`src/rtl/mult_div_unit.sv`:
```
// Iterative multiply/divide unit: one shift-add or restoring shift-subtract step per
// cycle, followed by a one-cycle sign fix-up. Results appear on hi/lo with a done pulse.
module mult_div_unit #(
  parameter int WIDTH         = 32,
  parameter bit ZERO_ON_RESET = 1'b1
) (
  input  logic             clock,
  input  logic             reset,
  input  logic             start,
  input  logic             op,
  input  logic             is_signed,
  input  logic [WIDTH-1:0] a,
  input  logic [WIDTH-1:0] b,
  output logic             busy,
  output logic             done,
  output logic [WIDTH-1:0] hi,
  output logic [WIDTH-1:0] lo,
  output logic             div_zero
);

  localparam int CW = $clog2(WIDTH + 1);

  typedef enum logic [2:0] {IDLE, MULT, DIV, FIX, DONE} state_t;

  state_t             state_q, state_d;
  logic [CW-1:0]      cnt_q, cnt_d;
  logic [2*WIDTH-1:0] acc_q, acc_d;
  logic [WIDTH-1:0]   opnd_q, opnd_d;
  logic               op_q, op_d;
  logic               neg_a_q, neg_a_d;
  logic               neg_res_q, neg_res_d;
  logic               done_q, done_d;
  logic               div_zero_q, div_zero_d;
  logic [WIDTH-1:0]   hi_q, hi_d;
  logic [WIDTH-1:0]   lo_q, lo_d;

  // Operand magnitudes; in unsigned mode the raw bit patterns pass straight through.
  logic             a_neg, b_neg;
  logic [WIDTH-1:0] a_mag, b_mag;
  assign a_neg = is_signed & a[WIDTH-1];
  assign b_neg = is_signed & b[WIDTH-1];
  assign a_mag = a_neg ? -a : a;
  assign b_mag = b_neg ? -b : b;

  // acc holds {partial product, multiplier} for MULT and {remainder, dividend/quotient} for DIV.
  logic [WIDTH:0]   mult_sum;
  logic [WIDTH:0]   div_shift;
  logic             div_ge;
  logic [WIDTH-1:0] div_rem;
  logic             cnt_last;
  logic [WIDTH-1:0] rem_fix, quo_fix;

  assign mult_sum  = {1'b0, acc_q[2*WIDTH-1:WIDTH]} + (acc_q[0] ? {1'b0, opnd_q} : '0);
  assign div_shift = acc_q[2*WIDTH-1:WIDTH-1];
  assign div_ge    = div_shift >= {1'b0, opnd_q};
  assign div_rem   = div_ge ? WIDTH'(div_shift - {1'b0, opnd_q}) : div_shift[WIDTH-1:0];
  assign cnt_last  = (cnt_q == CW'(WIDTH - 1));
  assign rem_fix   = neg_a_q ? -acc_q[2*WIDTH-1:WIDTH] : acc_q[2*WIDTH-1:WIDTH];
  assign quo_fix   = neg_res_q ? -acc_q[WIDTH-1:0] : acc_q[WIDTH-1:0];

  always_comb begin
    // NOTE: every target gets a default before the case so no path can infer a latch.
    state_d    = state_q;
    cnt_d      = cnt_q;
    acc_d      = acc_q;
    opnd_d     = opnd_q;
    op_d       = op_q;
    neg_a_d    = neg_a_q;
    neg_res_d  = neg_res_q;
    done_d     = 1'b0;
    div_zero_d = div_zero_q;
    hi_d       = hi_q;
    lo_d       = lo_q;

    case (state_q)
      IDLE: begin
        // The done cycle is spent in IDLE, so a start that overlaps it is dropped here.
        if (start && !done_q) begin
          op_d       = op;
          neg_a_d    = a_neg;
          neg_res_d  = a_neg ^ b_neg;
          cnt_d      = '0;
          div_zero_d = 1'b0;
          opnd_d     = op ? b_mag : a_mag;
          acc_d      = {{WIDTH{1'b0}}, (op ? a_mag : b_mag)};
          if (!op) begin
            state_d = MULT;
          end else if (b == '0) begin
            div_zero_d = 1'b1;
            state_d    = DONE;
          end else begin
            state_d = DIV;
          end
        end
      end
      MULT: begin
        acc_d = {mult_sum, acc_q[WIDTH-1:1]};
        cnt_d = cnt_q + 1'b1;
        if (cnt_last) state_d = FIX;
      end
      DIV: begin
        acc_d = {div_rem, acc_q[WIDTH-2:0], div_ge};
        cnt_d = cnt_q + 1'b1;
        if (cnt_last) state_d = FIX;
      end
      FIX: begin
        acc_d   = op_q ? {rem_fix, quo_fix} : (neg_res_q ? -acc_q : acc_q);
        state_d = DONE;
      end
      DONE: begin
        done_d = 1'b1;
        if (!div_zero_q) begin
          hi_d = acc_q[2*WIDTH-1:WIDTH];
          lo_d = acc_q[WIDTH-1:0];
        end
        state_d = IDLE;
      end
      default: state_d = IDLE;
    endcase
  end

  always_ff @(posedge clock or negedge reset) begin
    if (!reset) begin
      state_q    <= IDLE;
      cnt_q      <= '0;
      acc_q      <= '0;
      opnd_q     <= '0;
      op_q       <= 1'b0;
      neg_a_q    <= 1'b0;
      neg_res_q  <= 1'b0;
      done_q     <= 1'b0;
      div_zero_q <= 1'b0;
    end else begin
      // NOTE: non-blocking assignments so every flop samples pre-edge values.
      state_q    <= state_d;
      cnt_q      <= cnt_d;
      acc_q      <= acc_d;
      opnd_q     <= opnd_d;
      op_q       <= op_d;
      neg_a_q    <= neg_a_d;
      neg_res_q  <= neg_res_d;
      done_q     <= done_d;
      div_zero_q <= div_zero_d;
    end
  end

  generate
    if (ZERO_ON_RESET) begin : g_hilo_rst
      always_ff @(posedge clock or negedge reset) begin
        if (!reset) begin
          hi_q <= '0;
          lo_q <= '0;
        end else begin
          hi_q <= hi_d;
          lo_q <= lo_d;
        end
      end
    end else begin : g_hilo_norst
      // NOTE: result registers deliberately have no reset here; they power up unknown.
      always_ff @(posedge clock) begin
        hi_q <= hi_d;
        lo_q <= lo_d;
      end
    end
  endgenerate

  assign busy     = (state_q == MULT) || (state_q == DIV) || (state_q == FIX);
  assign done     = done_q;
  assign hi       = hi_q;
  assign lo       = lo_q;
  assign div_zero = div_zero_q;

endmodule

```
`config.mk`:
```
export PLATFORM = sky130hd
export DESIGN_NAME = mult_div_unit
export DESIGN_NICKNAME = d
export VERILOG_FILES = /design/src/rtl/mult_div_unit.sv
export SDC_FILE = /design/constraint.sdc
export NUM_CORES = 1
export LEC_CHECK = 0
export CAP_MARGIN = 20
export CORE_MARGIN = 10
export CORE_UTILIZATION = 49
export DETAILED_ROUTE_END_ITERATION = 6
export PLACE_DENSITY = 0.7
export SLEW_MARGIN = 15
export SYNTH_ARGS = -nofsm -noshare
export SYNTH_HDL_FRONTEND = slang
export SYNTH_SLANG_ARGS = --single-unit
export TNS_END_PERCENT = 100
```
`constraint.sdc`:
```
create_clock -name clock -period 7.2 [get_ports clock]
set_input_delay 1.44 -clock clock [delete_from_list [all_inputs] [get_ports clock]]
set_output_delay 1.44 -clock clock [all_outputs]
set_load 0.01 [all_outputs]
```
==> flow_metrics.env <==
export IMPL_ys_ff_latch=174
export IMPL_cp_end_kind="flop"
export IMPL_io_pin_count=136
export IMPL_cp_data_arrival_time_ps=4860
export IMPL_drt_pass1_iter_count=6
export IMPL_yosys_warnings=0
export IMPL_final_nets=1975
export IMPL_max_slew_margin=0.335
export IMPL_gr_total_overflow=0
export IMPL_rows=62
export IMPL_critPathKind="reg2reg"
export IMPL_clk_latency_ps=460
export IMPL_min_period_over_period=0.630
export IMPL_avgRoutedWirePerCell_um=22.4
export IMPL_hold_buffers=0
export IMPL_ys_flop_type="dfrtp_1"
export IMPL_gp_congestion=0.995
export IMPL_start_util=0.499
export IMPL_ff2ff_setup_slack_ps=2670
export IMPL_async_flop_share=1.00
export IMPL_syn_nets=1916
export IMPL_hold_end="opnd_q[10]$_DFFE_PN0P_"
export IMPL_ys_types=75
export IMPL_grt_max_degree=115
export IMPL_r2r_end="acc_q[56]$_DFFE_PN0P_"
export IMPL_numCtsBuffers=17
export IMPL_rsz0062_at_grt="no"
export IMPL_netlist_instances=1776
export IMPL_synth_edf_count=0
export IMPL_cp_start_kind="flop"
export IMPL_drt_iter0_markers=1693
export IMPL_yosys_top_cells_area="dfrtp_1 (30%), ha_1 (6.0%), o21ai_0 (5.4%)"
export IMPL_cts_root_buf="clkbuf_16"
export IMPL_grt_usage=0.270
export IMPL_yosysTopAreaCell="dfrtp_1"
export IMPL_dieArea_sq_mm=0.0367
export IMPL_setup_viol=0
export IMPL_cts_tree="yes"
export IMPL_power_leakage_nw=6.94
export IMPL_maxCapViolCount=0
export IMPL_drive_gt1_frac=0.0785
export IMPL_clkSlewWorstSetupHoldPaths_ps=80
export IMPL_die_width_um=191
export IMPL_fp_dieH_um=191
export IMPL_viasPerCell=6.36
export IMPL_min_from="opnd_q[10]$_DFFE_PN0P_"
export IMPL_fillCellCount=2707
export IMPL_vias=14200
export IMPL_finalSetupTns_ps=0
export IMPL_cts_sinks=174
export IMPL_yosysMostFrequentCell="dfrtp_1"
export IMPL_htreeDepth=4
export IMPL_fin_crit_ps=4530
export IMPL_grt_pass1_wl_um=77900
export IMPL_min_path_type="reg2reg"
export IMPL_cts_buffer_depth=2
export IMPL_hold_path_depth=2
export IMPL_netlist_area_leader_share=0.302
export IMPL_synth_area_sq_mm=0.0144
export IMPL_path_max_fanout=26
export IMPL_dp_cells=2199
export IMPL_drv_slew=0
export IMPL_antenna_left=0
export IMPL_status="completed"
export IMPL_peakVddDrop_uv=255
export IMPL_cts_resized=0
export IMPL_fin_worst_skew_ps=8.07
export IMPL_core_area_sq_mm=0.0289
export IMPL_hold_viol_final=0
export IMPL_area_growth_pct=15.1
export IMPL_wl_um=50000
export IMPL_max_freq_ghz=0.221
export IMPL_r2r_start="acc_q[0]$_DFFE_PN0P_"
export IMPL_io_buffers=135
export IMPL_stdcell_count=2235
export IMPL_powerDensity_mw_per_mm2=483
export IMPL_drc=0
export IMPL_ff2ff_path_depth=12
export IMPL_ys_seq_area_frac=0.302
export IMPL_antenna_found_initial=5
export IMPL_crit_required_ps=7530
export IMPL_grt_pass1_vias=13700
export IMPL_synth_area_per_cell_sq_um=8.11
export IMPL_synth_common_cells="dfrtp_1 (174), nor2_1 (171), nand2_1 (167)"
export IMPL_post_cts_buffers=0
export IMPL_hpwlAfterDp_um=37200
export IMPL_worstMarginPinSlew_ps=998
## per-layer routing
| layer | track usage | part of all wire |
|---|---|---|
| met1 | 0.358 | 0.43 |
| met5 | 0 | 0.00056 |
| met2 | 0.410 | 0.44 |
| met3 | 0.0596 | 0.087 |
| met4 | 0.127 | 0.044 |
## report_power, final
group,switching (mW),internal [mW],leakage (nW)
Sequential,0.540,1.41,2.22
Combinational,2.99,2.10,4.43
Clock,0.478,0.496,0.288
## worst max path at each step
stage | start | to | slack [ps] | cells after the start
4_1_cts | b[4] | state_q[1]$_DFFE_PN0P_ | 2770 | 11
5_1_grt | acc_q[0]$_DFFE_PN0P_ | acc_q[54]$_DFFE_PN0P_ | 2460 | 12
3_3_place_gp | b[4] | state_q[1]$_DFFE_PN0P_ | 2340 | 11
6_report | acc_q[0]$_DFFE_PN0P_ | acc_q[56]$_DFFE_PN0P_ | 2670 | 12
3_5_place_dp | b[4] | state_q[1]$_DFFE_PN0P_ | 2320 | 11
2_1_floorplan | b[4] | state_q[1]$_DFFE_PN0P_ | 3380 | 10
## worst max-delay path, cell delays in order (launching register included)
cell and delay, ps:
dfrtp_1 470, clkinv_1 200, buf_4 370, ha_1 250
nor2b_1 200, nand4_1 480, o41ai_2 750, nand3_2 360
or3_1 590, nor3_1 290, nor3_1 70, a221oi_1 220
o21ai_0 130
## kinds of logic after synthesis
kind of cell,Yosys count,synth area share
mux,91,0.0690
xor+xnor,122,0.0742
compound gates,567,0.256
simple gates,564,0.186
fa+ha+maj,71,0.0627
buf+inv,187,0.0505
flops,174,0.302
## stage by stage
step,hold slack [ps],utilization,worst slack [ps],instance area (sq um),total power [mW]
2_1_floorplan,444,-,3380,14400,5.30
5_1_grt,524,0.574,2460,16600,8.57
3_5_place_dp,472,0.553,2320,16000,6.95
6_report,483,0.575,2670,16600,8.01
4_1_cts,488,0.574,2770,16600,7.94
3_3_place_gp,464,0.553,2340,16000,6.88
## state kept, by name, indices dropped and copies added, names as in the netlist
signal	cells
acc_q	64
cnt_q	6
div_zero	1
done	1
hi	32
lo	32
neg_a_q	1
neg_res_q	1
op_q	1
opnd_q	32
state_q	3
## cell type report
cell class              count  area [sq um]  share of cell area
repair buffers            154          1500              0.0902
inverters                  73           274              0.0165
multi-input cells        1415          9370               0.565
clock buffers              17           425              0.0257
flip-flops and latches    174          4350               0.263
well taps                 384           480              0.0290
diodes                      3          7.51            0.000453
clock inverters            15           175              0.0106
## cells in the final DEF, fill, tap and decap left out, types with 16 or more instances in the layout
| master | instances |
|---|---|
| nor2_1 | 169 |
| o31ai_1 | 19 |
| a22oi_1 | 18 |
| clkbuf_16 | 17 |
| ha_1 | 69 |
| o211ai_1 | 18 |
| a21oi_1 | 131 |
| mux2_2 | 66 |
| o221ai_1 | 39 |
| a21o_1 | 36 |
| inv_1 | 72 |
| nand2b_1 | 16 |
| nor4_1 | 17 |
| nand2_1 | 167 |
| or3_1 | 16 |
| mux2i_1 | 25 |
| nor3_1 | 66 |
| a221oi_1 | 23 |
| dfrtp_1 | 174 |
| xnor2_1 | 75 |
| o21ai_0 | 153 |
| xor2_1 | 47 |
| buf_4 | 19 |
| nand3_1 | 26 |
| clkdlybuf4s50_1 | 133 |
No activity file was read; power rests on OpenSTA's default activity.
